--- config.mk ---
export PLATFORM = sky130hd
export DESIGN_NAME = fft_frame_loader
export DESIGN_NICKNAME = d
export VERILOG_FILES = /design/src/rtl/fft_frame_loader_pkg.sv /design/src/rtl/fft_frame_loader.sv
export SDC_FILE = /design/constraint.sdc
export NUM_CORES = 1
export LEC_CHECK = 0
export ABC_AREA = 1
export CORE_MARGIN = 2
export CORE_UTILIZATION = 24
export CTS_BUF_LIST = sky130_fd_sc_hd__clkbuf_16
export CTS_CLUSTER_DIAMETER = 120
export DETAILED_ROUTE_END_ITERATION = 8
export DONT_BUFFER_PORTS = 1
export GPL_TIMING_DRIVEN = 0
export SLEW_MARGIN = 20
export SYNTH_ARGS = -nofsm -noshare
export SYNTH_HDL_FRONTEND = slang
export SYNTH_SLANG_ARGS = --single-unit
export TNS_END_PERCENT = 50
--- constraint.sdc ---
create_clock -name i_sclk -period 1.8 [get_ports i_sclk]
set_input_delay 0.54 -clock i_sclk [delete_from_list [all_inputs] [get_ports i_sclk]]
set_output_delay 0.54 -clock i_sclk [all_outputs]
set_load 0.02 [all_outputs]
--- src/rtl/fft_frame_loader_pkg.sv ---
// fft_frame_loader_pkg: shared state encoding, frame sizing and bit-reversal helper
//    ld_state_t : loader sequencer states
//    bitrev()   : reverses the low n bits of idx (n <= MAX_N)
package fft_frame_loader_pkg;
   localparam int DEF_N     = 9;
   localparam int FRAME_LEN = 2**DEF_N;
   localparam int MAX_N     = 16;
   typedef enum logic [1:0] {IDLE, READ, DRAIN, START} ld_state_t;
   function automatic logic [MAX_N-1:0] bitrev(input logic [MAX_N-1:0] idx, input int n);
      logic [MAX_N-1:0] r;
      r = {<<{idx}};
      return r >> (MAX_N - n);
   endfunction
endpackage

--- src/rtl/fft_frame_loader.sv ---
// fft_frame_loader: moves one buffered SPI frame (oldest sample first) into FFT memory
//    i_sclk        clock, rising edge
//    i_reset       synchronous, active-low reset
//    i_wr_pulse    one buffer write this cycle
//    i_wr_addr     address the next buffer write will use (oldest sample once full)
//    i_fft_ready   FFT core idle, sampled only in IDLE
//    o_buf_en_rd   buffer read enable
//    o_buf_add_rd  buffer read address
//    i_buf_dout    buffer read data, one cycle after the read request
//    o_fft_we      FFT memory write enable
//    o_fft_addr    FFT memory write address (bit-reversed sample index)
//    o_fft_din     {real, imag}, imag always zero
//    o_fft_start   one-cycle pulse after the whole frame is written
//    o_busy        high outside IDLE
//    o_frame_drop  sticky flag: unread samples overwritten before capture
module fft_frame_loader
   import fft_frame_loader_pkg::*;
#(
   parameter int SPI_WIDTH = 8,
   parameter int BIT_WIDTH = 16,
   parameter int N         = DEF_N
) (
   input  logic                   i_sclk,
   input  logic                   i_reset,
   input  logic                   i_wr_pulse,
   input  logic [N-1:0]           i_wr_addr,
   input  logic                   i_fft_ready,
   output logic                   o_buf_en_rd,
   output logic [N-1:0]           o_buf_add_rd,
   input  logic [SPI_WIDTH-1:0]   i_buf_dout,
   output logic                   o_fft_we,
   output logic [N-1:0]           o_fft_addr,
   output logic [2*BIT_WIDTH-1:0] o_fft_din,
   output logic                   o_fft_start,
   output logic                   o_busy,
   output logic                   o_frame_drop
);
   localparam logic [N:0]   CNT_FULL = (N+1)'(2**N);
   localparam logic [N:0]   CNT_ONE  = (N+1)'(1);
   localparam logic [N-1:0] IDX_ONE  = N'(1);

   ld_state_t              r_state, w_state_nxt;
   logic [N:0]             r_cnt;
   logic [N-1:0]           r_rd_idx, r_buf_add_rd, r_fft_addr;
   logic                   r_buf_en_rd, r_fft_we, r_fft_start, r_busy, r_frame_drop;
   logic                   w_full, w_last, w_capture;
   logic [BIT_WIDTH-1:0]   w_real;

   always_comb begin
      w_full      = (r_cnt == CNT_FULL);
      w_last      = &r_rd_idx;
      w_capture   = (r_state == IDLE) && w_full && i_fft_ready;
      w_state_nxt = (r_state == IDLE)  ? (w_capture ? READ : IDLE) :
                    (r_state == READ)  ? (w_last ? DRAIN : READ) :
                    (r_state == DRAIN) ? START : IDLE;
      // offset-binary to two's complement: flip the MSB, left-justify in BIT_WIDTH
      w_real      = BIT_WIDTH'({~i_buf_dout[SPI_WIDTH-1], i_buf_dout[SPI_WIDTH-2:0]}) << (BIT_WIDTH - SPI_WIDTH);
      // gated so the output reads zero whenever no write is in flight
      o_fft_din   = r_fft_we ? {w_real, {BIT_WIDTH{1'b0}}} : '0;
   end

   always_ff @(posedge i_sclk) begin
      if (!i_reset) begin
         r_state      <= IDLE;
         r_cnt        <= '0;
         r_rd_idx     <= '0;
         r_buf_en_rd  <= 1'b0;
         r_buf_add_rd <= '0;
         r_fft_we     <= 1'b0;
         r_fft_addr   <= '0;
         r_fft_start  <= 1'b0;
         r_busy       <= 1'b0;
         r_frame_drop <= 1'b0;
      end else begin
         r_state      <= w_state_nxt;
         // a write landing on the capture edge is the first sample of the next frame
         r_cnt        <= w_capture ? (N+1)'(i_wr_pulse) :
                         (i_wr_pulse && !w_full) ? r_cnt + CNT_ONE : r_cnt;
         r_frame_drop <= r_frame_drop | (i_wr_pulse & w_full & (r_state == IDLE));
         r_rd_idx     <= (r_state == READ && !w_last) ? r_rd_idx + IDX_ONE : '0;
         r_buf_en_rd  <= (w_state_nxt == READ);
         // address wraps naturally modulo the buffer depth
         r_buf_add_rd <= w_capture ? i_wr_addr :
                         (r_state == READ) ? r_buf_add_rd + IDX_ONE : r_buf_add_rd;
         // read data for index k arrives one cycle after its request, so the write trails by one
         r_fft_we     <= (r_state == READ);
         r_fft_addr   <= (r_state == READ) ? N'(bitrev(MAX_N'(r_rd_idx), N)) : '0;
         r_fft_start  <= (r_state == DRAIN);
         r_busy       <= (w_state_nxt != IDLE);
      end
   end

   assign o_buf_en_rd  = r_buf_en_rd;
   assign o_buf_add_rd = r_buf_add_rd;
   assign o_fft_we     = r_fft_we;
   assign o_fft_addr   = r_fft_addr;
   assign o_fft_start  = r_fft_start;
   assign o_busy       = r_busy;
   assign o_frame_drop = r_frame_drop;
endmodule
# Yosys cells after proc, flatten, opt, wreduce, memory -nomap -nowiden
# Index checks and enable logic that the tools add are counted.
# totals
out_inout_bits	55
regBits	44
# op_classes
muxes	10
add_sub_neg	3
bitwise	5
n_eq_ne	4
n_reduce_logical	14
# op_table
cell	count
$mux 32	1
$add 9x1->9 const B	2
$mux 9	2
$add 10x1->10 const B	1
$eq 10x10->1 const B	1
$reduce_and 9->1	1
$mux 2	4
$reduce_bool 2->1	3
$eq 2x1->1 const B	2
$logic_and 1x1->1	4
$reduce_and 2->1	2
$mux 1	3
$and 1x1->1	2
$eq 2x2->1 const B	1
$logic_not 1->1	2
$logic_not 2->1	1
$not 1->1	2
$reduce_or 2->1	1
$or 1x1->1	1

# Longest topological paths before layout
# depth
word_depth	6
ltp_mapped	12

# Worst setup path after synthesis
# No wires, ideal clock.
# synth_timing
kind	flip-flop to flip-flop
startpoint	register r_rd_idx[0]
endpoint	register r_busy, in the netlist o_busy
setup_time_ps	68
path_slack_ps	55
required_time_ps	1732
period_less_slack_ps	1745
path_buffers	0
path_stages_with_launch	13
t_arrival_ps	1677
path_cell_list	dfxtp_1 > ha_1 > nand2_1 > inv_1 > nand2_1 > nor4_1 > inv_1 > nor2_1 > ha_1 > inv_1 > o21ai_1 > inv_1 > o21ai_2
# synth_via
elab_chain_cells	5
# synth_rtl
item	line	rtl
from (decl)	fft_frame_loader.sv:44	logic [N-1:0] r_rd_idx, r_buf_add_rd, r_fft_addr;
from (signal assigned)	fft_frame_loader.sv:80	r_rd_idx <= (r_state == READ && !w_last) ? r_rd_idx + IDX_ONE : '0;
$reduce_and 9->1	fft_frame_loader.sv:51	w_last = &r_rd_idx;
$mux 2 (2 in series)	fft_frame_loader.sv:54	(r_state == READ) ? (w_last ? DRAIN : READ) :
$mux 2	fft_frame_loader.sv:53	w_state_nxt = (r_state == IDLE) ? (w_capture ? READ : IDLE) :
$reduce_bool 2->1	fft_frame_loader.sv:89	r_busy <= (w_state_nxt != IDLE);
to (signal assigned)	fft_frame_loader.sv:89	
to (decl)	fft_frame_loader.sv:45	logic r_buf_en_rd, r_fft_we, r_fft_start, r_busy, r_frame_drop;
# Every way passes these cells.
# A chain may end at the register's enable or synchronous reset.

# Worst setup path in the final report
# layout_timing
startpoint	register r_rd_idx[1]
endpoint	register r_buf_en_rd, in the netlist o_buf_en_rd
# layout_via
elab_chain_cells	5
# layout_rtl
item	line	rtl
$reduce_and 9->1	fft_frame_loader.sv:51	
$mux 2 (2 in series)	fft_frame_loader.sv:54	
$mux 2	fft_frame_loader.sv:53	
$eq 2x1->1	fft_frame_loader.sv:81	r_buf_en_rd <= (w_state_nxt == READ);
to (signal assigned)	fft_frame_loader.sv:81	
to (decl)	fft_frame_loader.sv:45	
# Every way passes these cells.

==> run summary <==
Final setup viols: 0
Tot Pwr: 2.20 mW
Clock power frac: 0.487
DRC violation total after the first TritonRoute iteration: 76
Rows: 36
Seq/Total Area, Yosys: 0.366
Synth Instances: 345
worst flop-to-flop path endpoint: o_buf_en_rd
HPWL after detailed placement: 4070 um
pin count of the biggest net entering global routing: 16
Die Ht: 104 um
Initial Util: 0.246
largest area contributor in the netlist: dfxtp_1
total track usage: 0.107
power density over the cells: 739 mW/mm^2
Vias/cell: 4.03
clock sinks: 44
top post-synthesis cells by area: dfxtp_1 (37%), nor2_1 (9.8%), nand2_1 (9.7%)
port bufs: 0
final clock skew: 0.00401 ns
area of the core: 0.00977 sq mm
FILL cells: 1065
WP data required: 1.99 ns
Top Usage Layer GRT: met2
final setup TNS: 0 ns
GP Congestion: 0.854
GR Layer Usage met3: 0.0232
Detailed Route WL: 5560 um
Overflow after GRT: 0
CTS tree: yes
Worst path top cell family by delay: simple AND/OR/NAND/NOR gates
# DRC: 0
worst path bufs/invs: 4
Seq pwr share: 0.446
final net count: 412
Critical Path Sink Type: flop
CTS Buf Count: 5
mean area per synthesized cell: 6.98 sq um
CP arrival: 1.89 ns
Max Slew Vio Count: 0
switch share: 0.232
die area: 0.0108 sq mm
Worst-path clk slew: 0.06 ns
Ant. Diodes: 0
first-pass GRT wire length: 9340 um
M1 GR Usage: 0.127
slowest stage delay, CP: 0.36 ns
outcome: completed
WP depth: 12
DIE WIDTH: 104 um
Vias: 2090
synthesized flop and latch total: 44
r2r startpoint: r_rd_idx[1]
Max IR drop VDD: 386 uV
CP startpoint kind: flop
worst reg-to-reg path cell count: 12
number of global-route vias before repair: 1946
Psw: 0.511 mW
hold crit path type: primary input to flop
later-pin clock latency in the skew report: 0.29 ns
post-synth cell types: 32
# IOs: 76
antenna violations before repair: 0
H-Tree Level Count: 2
Critical Path Source: r_rd_idx[1]
Period Utilization, post-route: 0.945
Achievable Freq: 588 MHz
Comb power frac: 0.067
Post-DRT Antenna Nets: 0
DR pass1 iterations: 4
CTS Buffer Depth: 2
Synth top area share: 0.366
Hold-fix buffers, CTS: 0
leading cell types in the layout, fill and taps excluded: nand2_1 (61), nor2_1 (61), inv_1 (44), dfxtp_1 (40), buf_4 (34)
Area Overhead vs Synth: 23.8%
Leakage: 1.34 nW
worst slew pin tran: 0.550 ns
fraction of layout cells with a size suffix above 1: 0.231
Root Buffer: clkbuf_16
relative slew slack: 0.633
max-cap viol count: 0
Tmin final: 1.70 ns
internal power: 1.69 mW
Hold Vio Cnt, Final: 0
Yosys warning count: 0
critical path, cell by cell: ha_4 > nand2_1 > inv_2 > nand2_2 > nor4_4 > inv_1 > nor2_2 > ha_2 > inv_1 > o21ai_2 > buf_4 > nor2_2
CP endpoint: o_buf_en_rd
critical path type: flop to flop
WL/cell: 10.7 um
post-synthesis cell area: 0.00241 sq mm
Crit-path slowest cell: dfxtp_2
R2R Setup Slk: 0.1 ns
met2 usage: 0.183
largest fanout on the critical path: 3
-- Yosys cell counts --
library cell,n
nor2_1,63
nand2_1,62
inv_1,46
dfxtp_1,44
buf_4,24
a21oi_1,17
nand3_1,14
nand4_1,11
o21ai_0,8
ha_1,6
inv_2,6
nor2_2,6
xor2_1,6
nand2_2,4
nor2_4,3
nor3_1,3
o21ai_1,3
buf_2,2
clkbuf_1,2
nand3_2,2
nor4_1,2
a21o_1,1
clkbuf_2,1
conb_1,1
inv_4,1
nand2_4,1
nand4_4,1
nor2_8,1
nor2b_4,1
nor3_2,1
o21ai_2,1
or2_1,1
-- power by group through the flow --
stage	Sequential, mW	Combinational [mW]	Clock, mW
global placement	1.00	0.142	0
finish	0.982	0.148	1.07
CTS	0.982	0.144	1.10
global route	0.982	0.162	1.13
floorplan	1.00	0.128	0
detailed placement	1.00	0.144	0
-- state kept, by name, summed over array words and instances, names as in the netlist --
name	flops
o_fft_we	1
o_frame_drop	1
o_busy	1
r_cnt	10
r_rd_idx	9
o_buf_en_rd	1
r_state	2
o_fft_addr	9
o_fft_start	1
o_buf_add_rd	9
-- metal layers --
layer | wire length [um] | vias up
li1 | - | 1106
met1 | 2440 | 919
met2 | 2740 | 56
met3 | 255 | 9
met4 | 131 | 0
met5 | 0 | -
-- worst register-to-register path: stages, from the launching register on --
cell	delay (ns)
dfxtp_2	0.36
ha_4	0.14
nand2_1	0.06
inv_2	0.06
nand2_2	0.07
nor4_4	0.15
inv_1	0.08
nor2_2	0.12
ha_2	0.19
inv_1	0.05
o21ai_2	0.17
buf_4	0.13
nor2_2	0.03
-- what timing repair did --
action                                  4_1_cts  5_1_grt
pin swaps                                     4        6
endpoints found under the hold margin         0        0
endpoints found under the setup margin       21       21
resized for setup                            11       11
setup buffers                                 3        7
-- how the worst min path moves through the flow --
| stage | start | end | slack, ns | cells after the start |
|---|---|---|---|---|
| after global routing | i_wr_pulse | o_frame_drop | 0.41 | 2 |
| after CTS | i_wr_pulse | o_frame_drop | 0.39 | 2 |
| final | i_wr_pulse | o_frame_drop | 0.40 | 2 |
| after global placement | r_rd_idx[1] | o_fft_addr[7] | 0.45 | 2 |
| after floorplan | r_rd_idx[1] | o_fft_addr[7] | 0.43 | 2 |
| after detailed placement | r_rd_idx[0] | r_rd_idx[0] | 0.45 | 1 |
-- per-stage QoR --
step           cell area (sq um)  hold slack [ns]   util  std cells  setup WS, ns
3_5_place_dp                2660            0.451  0.272        501        -0.180
4_1_cts                     2890            0.390  0.295        512      0.000749
6_report                    2980            0.396  0.305        519        0.0983
3_3_place_gp                2660            0.447  0.272        501        -0.158
2_1_floorplan               2490            0.426      -        368        0.0552
5_1_grt                     2980            0.405  0.305        519       -0.0178
-- cell type report --
class | instances | area [sq um] | share of cell area
plain buffers | 29 | 204 | 0.0685
clock buffers | 5 | 125 | 0.0420
well taps | 133 | 166 | 0.0559
multi-input cells | 242 | 1270 | 0.428
flip-flops and latches | 44 | 886 | 0.297
repair buffers | 10 | 75.1 | 0.0252
inverters | 53 | 201 | 0.0676
clock inverters | 3 | 46.3 | 0.0155
-- cells by family (layout without fill, tap and decap cells) --
family | count (synthesis) | count (layout) | share of synthesized area
AO/OA/AOI/OAI | 30 | 30 | 0.0650
XOR/XNOR | 6 | 6 | 0.0218
adder cells (fa/ha/maj) | 6 | 6 | 0.0312
buffers and inverters | 82 | 100 | 0.168
flip-flops | 44 | 44 | 0.366
other | 1 | 24 | 0.00156
AND/OR/NAND/NOR | 176 | 176 | 0.347
No activity file was read; power rests on OpenSTA's default activity.
